===== src/rtl/p_ex_muldiv.sv =====
// Multi-cycle RV32M multiply/divide execute unit: pipelined multiplier plus restoring radix-2 divider.
// Optional macro MULDIV_EARLY_OUT_EN: divide-by-zero and signed overflow skip the divide iterations.
//
// state  | meaning
// IDLE   | waiting for a request
// MUL    | product travelling through the multiplier pipe
// DIV    | one quotient bit per cycle on absolute values
// FIX    | sign correction and RISC-V special-case results
// DONE   | write-back record valid for one cycle
module p_ex_muldiv #(
    parameter int XLEN       = 32,
    parameter int MUL_STAGES = 2
) (
    input  logic            clk_in,
    input  logic            rst_in,
    input  logic            rdy_in,
    input  logic            start_in,
    input  logic            flush_in,
    input  logic [2:0]      op_in,
    input  logic [XLEN-1:0] op1_in,
    input  logic [XLEN-1:0] op2_in,
    input  logic [4:0]      w_addr_in,
    output logic            busy_out,
    output logic            done_out,
    output logic            out_we,
    output logic [4:0]      out_w_addr,
    output logic [XLEN-1:0] out_w_data
);
    localparam int CW = $clog2(XLEN) + 1;
    localparam logic [2:0] S_IDLE = 3'd0;
    localparam logic [2:0] S_MUL  = 3'd1;
    localparam logic [2:0] S_DIV  = 3'd2;
    localparam logic [2:0] S_FIX  = 3'd3;
    localparam logic [2:0] S_DONE = 3'd4;
    localparam logic [XLEN-1:0] SMIN = {1'b1, {(XLEN-1){1'b0}}};
`ifdef MULDIV_EARLY_OUT_EN
    localparam bit EARLY_OUT = 1'b1;
`else
    localparam bit EARLY_OUT = 1'b0;
`endif

    logic [2:0]        state;
    logic [CW-1:0]     cnt;
    logic [2:0]        op_r;
    logic [XLEN-1:0]   a_r, b_r;
    logic [XLEN-1:0]   quo, rem, dvs;
    logic [2*XLEN-1:0] pipe [MUL_STAGES];

    logic              accept;
    logic              a_sx, b_sx, div_signed;
    logic [2*XLEN-1:0] a_wide, b_wide, product;
    logic [XLEN-1:0]   a_abs, b_abs;
    logic              special_in;
    logic [XLEN:0]     shifted, diff;
    logic              take;
    logic              div0, ovf, neg_q, neg_r;
    logic [XLEN-1:0]   q_fix, r_fix, fix_result, mul_result;

    always_comb begin
        accept     = rdy_in && start_in && !flush_in && (state == S_IDLE || state == S_DONE);
        // Sign-extending to 2*XLEN makes one unsigned multiply serve all three signedness modes.
        a_sx       = (op_in == 3'd1 || op_in == 3'd2) && op1_in[XLEN-1];
        b_sx       = (op_in == 3'd1) && op2_in[XLEN-1];
        a_wide     = {{XLEN{a_sx}}, op1_in};
        b_wide     = {{XLEN{b_sx}}, op2_in};
        product    = a_wide * b_wide;
        div_signed = !op_in[0];
        a_abs      = (div_signed && op1_in[XLEN-1]) ? -op1_in : op1_in;
        b_abs      = (div_signed && op2_in[XLEN-1]) ? -op2_in : op2_in;
        special_in = EARLY_OUT && ((op2_in == '0) ||
                     (div_signed && op1_in == SMIN && op2_in == '1));
        shifted    = {rem, quo[XLEN-1]};
        take       = shifted >= {1'b0, dvs};
        diff       = shifted - {1'b0, dvs};
        div0       = (b_r == '0);
        ovf        = !op_r[0] && a_r == SMIN && b_r == '1;
        neg_q      = !op_r[0] && (a_r[XLEN-1] ^ b_r[XLEN-1]);
        neg_r      = !op_r[0] && a_r[XLEN-1];
        q_fix      = neg_q ? -quo : quo;
        r_fix      = neg_r ? -rem : rem;
        if (div0)
            fix_result = op_r[1] ? a_r : '1;
        else if (ovf)
            fix_result = op_r[1] ? '0 : a_r;
        else
            fix_result = op_r[1] ? r_fix : q_fix;
        mul_result = (op_r[1:0] == 2'd0) ? pipe[MUL_STAGES-1][XLEN-1:0]
                                         : pipe[MUL_STAGES-1][2*XLEN-1:XLEN];
    end

    always_ff @(posedge clk_in or posedge rst_in) begin
        if (rst_in) begin
            for (int i = 0; i < MUL_STAGES; i++) pipe[i] <= '0;
        end else if (rdy_in) begin
            if (accept) pipe[0] <= product;
            for (int i = 1; i < MUL_STAGES; i++) pipe[i] <= pipe[i-1];
        end
    end

    always_ff @(posedge clk_in or posedge rst_in) begin
        if (rst_in) begin
            state      <= S_IDLE;
            cnt        <= '0;
            op_r       <= '0;
            a_r        <= '0;
            b_r        <= '0;
            quo        <= '0;
            rem        <= '0;
            dvs        <= '0;
            busy_out   <= 1'b0;
            done_out   <= 1'b0;
            out_we     <= 1'b0;
            out_w_addr <= '0;
            out_w_data <= '0;
        end else if (rdy_in) begin
            if (flush_in) begin
                state      <= S_IDLE;
                cnt        <= '0;
                busy_out   <= 1'b0;
                done_out   <= 1'b0;
                out_we     <= 1'b0;
                out_w_addr <= '0;
                out_w_data <= '0;
            end else if (accept) begin
                op_r       <= op_in;
                a_r        <= op1_in;
                b_r        <= op2_in;
                quo        <= a_abs;
                rem        <= '0;
                dvs        <= b_abs;
                cnt        <= '0;
                out_w_addr <= w_addr_in;
                busy_out   <= 1'b1;
                done_out   <= 1'b0;
                out_we     <= 1'b0;
                if (!op_in[2])
                    state <= S_MUL;
                else if (special_in)
                    state <= S_FIX;
                else
                    state <= S_DIV;
            end else begin
                case (state)
                    S_IDLE: ;
                    S_MUL: begin
                        if (cnt == CW'(MUL_STAGES - 1)) begin
                            state      <= S_DONE;
                            busy_out   <= 1'b0;
                            done_out   <= 1'b1;
                            out_we     <= (out_w_addr != 5'd0);
                            out_w_data <= mul_result;
                        end else begin
                            cnt <= cnt + CW'(1);
                        end
                    end
                    S_DIV: begin
                        rem <= take ? diff[XLEN-1:0] : shifted[XLEN-1:0];
                        quo <= {quo[XLEN-2:0], take};
                        if (cnt == CW'(XLEN - 1))
                            state <= S_FIX;
                        else
                            cnt <= cnt + CW'(1);
                    end
                    S_FIX: begin
                        state      <= S_DONE;
                        busy_out   <= 1'b0;
                        done_out   <= 1'b1;
                        out_we     <= (out_w_addr != 5'd0);
                        out_w_data <= fix_result;
                    end
                    S_DONE: begin
                        state    <= S_IDLE;
                        done_out <= 1'b0;
                        out_we   <= 1'b0;
                    end
                    default: state <= S_IDLE;
                endcase
            end
        end
    end
endmodule


===== config.mk =====
export PLATFORM = sky130hd
export DESIGN_NAME = p_ex_muldiv
export DESIGN_NICKNAME = d
export VERILOG_FILES = /design/src/rtl/p_ex_muldiv.sv
export SDC_FILE = /design/constraint.sdc
export NUM_CORES = 2
export LEC_CHECK = 0
export CAP_MARGIN = 15
export CELL_PAD_IN_SITES_DETAIL_PLACEMENT = 0
export CELL_PAD_IN_SITES_GLOBAL_PLACEMENT = 1
export CORE_MARGIN = 1
export CORE_UTILIZATION = 55
export CTS_BUF_LIST = sky130_fd_sc_hd__clkbuf_16
export CTS_CLUSTER_SIZE = 28
export DETAILED_ROUTE_END_ITERATION = 16
export GPL_TIMING_DRIVEN = 0
export PLACE_DENSITY = 0.95
export RECOVER_POWER = 100
export SYNTH_ARGS = -nofsm -noshare
export SYNTH_HDL_FRONTEND = slang
export SYNTH_SLANG_ARGS = --single-unit

===== constraint.sdc =====
create_clock -name clk_in -period 15.25 [get_ports clk_in]
set_input_delay 1.525 -clock clk_in [delete_from_list [all_inputs] [get_ports clk_in]]
set_output_delay 1.525 -clock clk_in [all_outputs]
set_load 0.05 [all_outputs]

==> run_results.csv <==
group,metric,value,unit
global_route,grt_pass1_wl,327,mm
yosys,synth_edf_count,0,
worst_setup_path,cp_common_cell,"fa_1",
yosys,synth_seq_area_share,14.8,%
drt,routed_wirelength,227,mm
worst_setup_path,arrival,12.80,ns
sta,fin_hold_ws,0.481,ns
drt,drtPass1Iterations,6,
yosys,synthesis.area,57100,µm²
cts,clock_path_buffers,3,
yosys,ys.flop_type,"dfrtp_1",
cells_and_area,synthToLayoutAreaGrowth,7.10,%
yosys,synth_xor_area_share,3.18,%
die,rows,117,
sta,max_freq,0.0807,GHz
sta,slew_violations,350,
sta,tightestPinTransition,6.88,ns
drt,num_vias,47900,
run_status,violations,"max-capacitance violations, max-slew violations",
worst_setup_path,critPathBufInv,6,
die,core_area,102000,µm²
yosys,synth.avg_cell_area,8.95,µm²
cts,clk_latency,0.58,ns
cells_and_area,finish.net_count,7978,
sta,slew_headroom,-359,%
worst_setup_path,path_delay_family,"adder cells",
worst_setup_path,critPathCaptureType,"flip-flop",
yosys,synth_top_family_by_area,"adder cells",
min_path,min_path_type,"reg2reg",
cells_and_area,drive_gt1_share,3.21,%
yosys,syn_nets,7835,
worst_setup_path,critPathMaxStageDelay,1.30,ns
sta,post-route-min-period,12.39,ns
die,dieArea,105000,µm²
sta,rsz0062_at_grt,"false",
die,start_util,55.8,%
placed_design,gp_congestion,1.04,
run_status,status,"complete, but fails checks",
worst_setup_path,crit_type,"in2reg",
cts,cts_tree,"built",
yosys,synthCells,6382,
die,die_w,324,µm
global_route,antenna_found_initial,24,
cts,clk_pin_slew,0.06,ns
placed_design,dp_hpwl,187,mm
yosys,ys_ff_latch,338,
yosys,ys_types,83,
worst_setup_path,required,15.67,ns
yosys,synthSimpleGateAreaFrac,15.8,%
drt,drc_errors,0,
yosys,synthMuxAreaShare,2.26,%
cts,cts-resized-gates,0,
drt,viasPerCell,6.03,
worst_setup_path,critPathMaxFanout,11,
yosys,synth_compound_area_share,8.40,%
yosys,ys_async_sr_fraction,100,%
placed_design,numPortBuffers,76,
sta,finalHoldViolCount,0,
cts,htreeDepth,2,
yosys,synth_fa_ha_area_share,45.0,%
drt,ant_nets,0,
cts,clockRootBuffer,"clkbuf_16",
cts,hold_buffers,0,
drt,post_drt_wl_per_cell,28.6,µm
sta,finalSetupViolations,0,
global_route,grt_use_total,44.2,%
cts,numCtsBuffers,38,
job,drv_cap,4,
cts,cts_setup_buffers,0,
sta,final.setup.tns,0,ns
drt,drt_iter0_drc,5781,
cts,cts.sinks,338,
global_route,grt_overflow_total,0,
global_route,grt_max_degree,125,
yosys,ys_warn_count,0,
sta,fin_skew,0.0218,ns
sta,fin_crit_sh,81.2,%
global_route,grt_pass1_vias,47600,
die,io_pins,117,
worst_setup_path,worst_path_max_delay_cell,"fa_1",
die,die_h,324,µm
worst_setup_path,start_kind,"input port",
final cells by class:
type	instances	area [µm²]
diodes	15	37.5
plain buffers	409	1550
clock buffers	38	951
clock inverters	29	203
fillers	9062	41200
inverters	1202	4510
multi-input cells	4433	42500
flip-flops and latches	338	8460
well taps	1368	1710
repair buffers	103	1180
Yosys cell counts, types with 25 or more instances:
master    number  area share (%)
o21ai_0      303             2.7
a31oi_1       31            0.34
fa_1        1126              39
nand3_1       48            0.42
inv_1       1202             7.9
and2_1       373             4.1
ha_1         250             5.5
buf_1         53            0.35
xnor2_1      100             1.5
a21oi_1      180             1.6
nor4_1        27            0.30
nand2_1     1152             7.6
mux2_2        96             1.9
clkbuf_1     348             2.3
a21o_1        52            0.68
nor2_1       159             1.0
dfrtp_1      338              15
nand2b_1      25            0.27
nor3_1        43            0.38
xor2_1       107             1.6
metrics by stage:
step | cell area, µm² | utilization, % | setup slack, ns | cells
6_report | 61100 | 59.8 | 2.86 | 7935
5_1_grt | 61100 | 59.7 | 2.57 | 7922
4_1_cts | 61100 | 59.7 | 3.30 | 7914
3_5_place_dp | 59900 | 58.6 | 2.75 | 7847
3_3_place_gp | 59600 | 58.2 | 0.132 | 7826
2_1_floorplan | 57100 | - | 4.36 | 6382
placed cells by master (no fill, tap or decap), types with 17 or more instances in the layout:
master | netlist | final
nand2_1 | 1152 | 1152
o41ai_1 | 16 | 17
fa_1 | 1126 | 1126
buf_8 | 0 | 22
a21o_1 | 52 | 52
a21oi_1 | 180 | 180
xor2_1 | 107 | 107
nor2_1 | 159 | 160
o211ai_1 | 17 | 17
mux2i_1 | 21 | 21
and2_1 | 373 | 370
nor4_1 | 27 | 27
o21ai_0 | 303 | 307
a221o_1 | 17 | 17
inv_1 | 1202 | 1212
a31oi_1 | 31 | 31
o21a_1 | 17 | 17
dfrtp_1 | 338 | 338
ha_1 | 250 | 250
mux2_2 | 96 | 95
o31ai_1 | 23 | 23
clkdlybuf4s50_1 | 0 | 30
clkbuf_16 | 0 | 38
dlygate4sd3_1 | 0 | 46
clkbuf_1 | 348 | 360
a221oi_1 | 23 | 24
nand3_1 | 48 | 48
nand4_1 | 23 | 23
buf_1 | 53 | 45
xnor2_1 | 100 | 100
nand2b_1 | 25 | 25
nor3_1 | 43 | 43
metal layers:
metal	track usage (%)	part of all wire [%]
met5	0	0.046
met4	27.0	7.7
met3	11.3	12
met2	65.3	43
met1	58.6	37
worst min-delay path: cells and delay by family, from the launching register on:
family	cells	cell delay, ns
AOI/OAI and AO/OA	1	0.06
DFF	1	0.34
and+or+nand+nor	1	0.05
state kept, by name, indices dropped and copies added (netlist names), 2 cells and up:
register / count
a_r: 32
b_r: 32
cnt: 6
dvs: 31
op_r: 2
out_w_addr: 5
out_w_data: 32
pipe: 128
quo: 32
rem: 32
state: 3
path summary, 6_finish.rpt:
| kind | startpoint | to | slack [ns] | depth (start not counted) |
|---|---|---|---|---|
| max | op_in[1] | pipe[123] | 2.86 | 26 |
| min | pipe[88] | pipe[88] | 0.48 | 2 |
| max reg2reg | rem[6] | rem[29] | 10.44 | 12 |
| min reg2reg | pipe[88] | pipe[88] | 0.48 | 2 |
| max in group asynchronous | rst_in | b_r[5] | 4.72 | 3 |
| min in group asynchronous | rst_in | pipe[79] | 2.62 | 2 |
cells by family after synthesis:
| logic type | Yosys count |
|---|---|
| buffers and inverters | 1611 |
| adders and majority gates | 1376 |
| xor gates and xnor gates | 207 |
| and+or+nand+nor | 1955 |
| muxes | 117 |
| DFF | 338 |
| AOI/OAI and AO/OA | 778 |
Power is left out: the tool's default activity adds up to more than one toggle a clock period on the data nets, which glitch-free logic cannot reach.
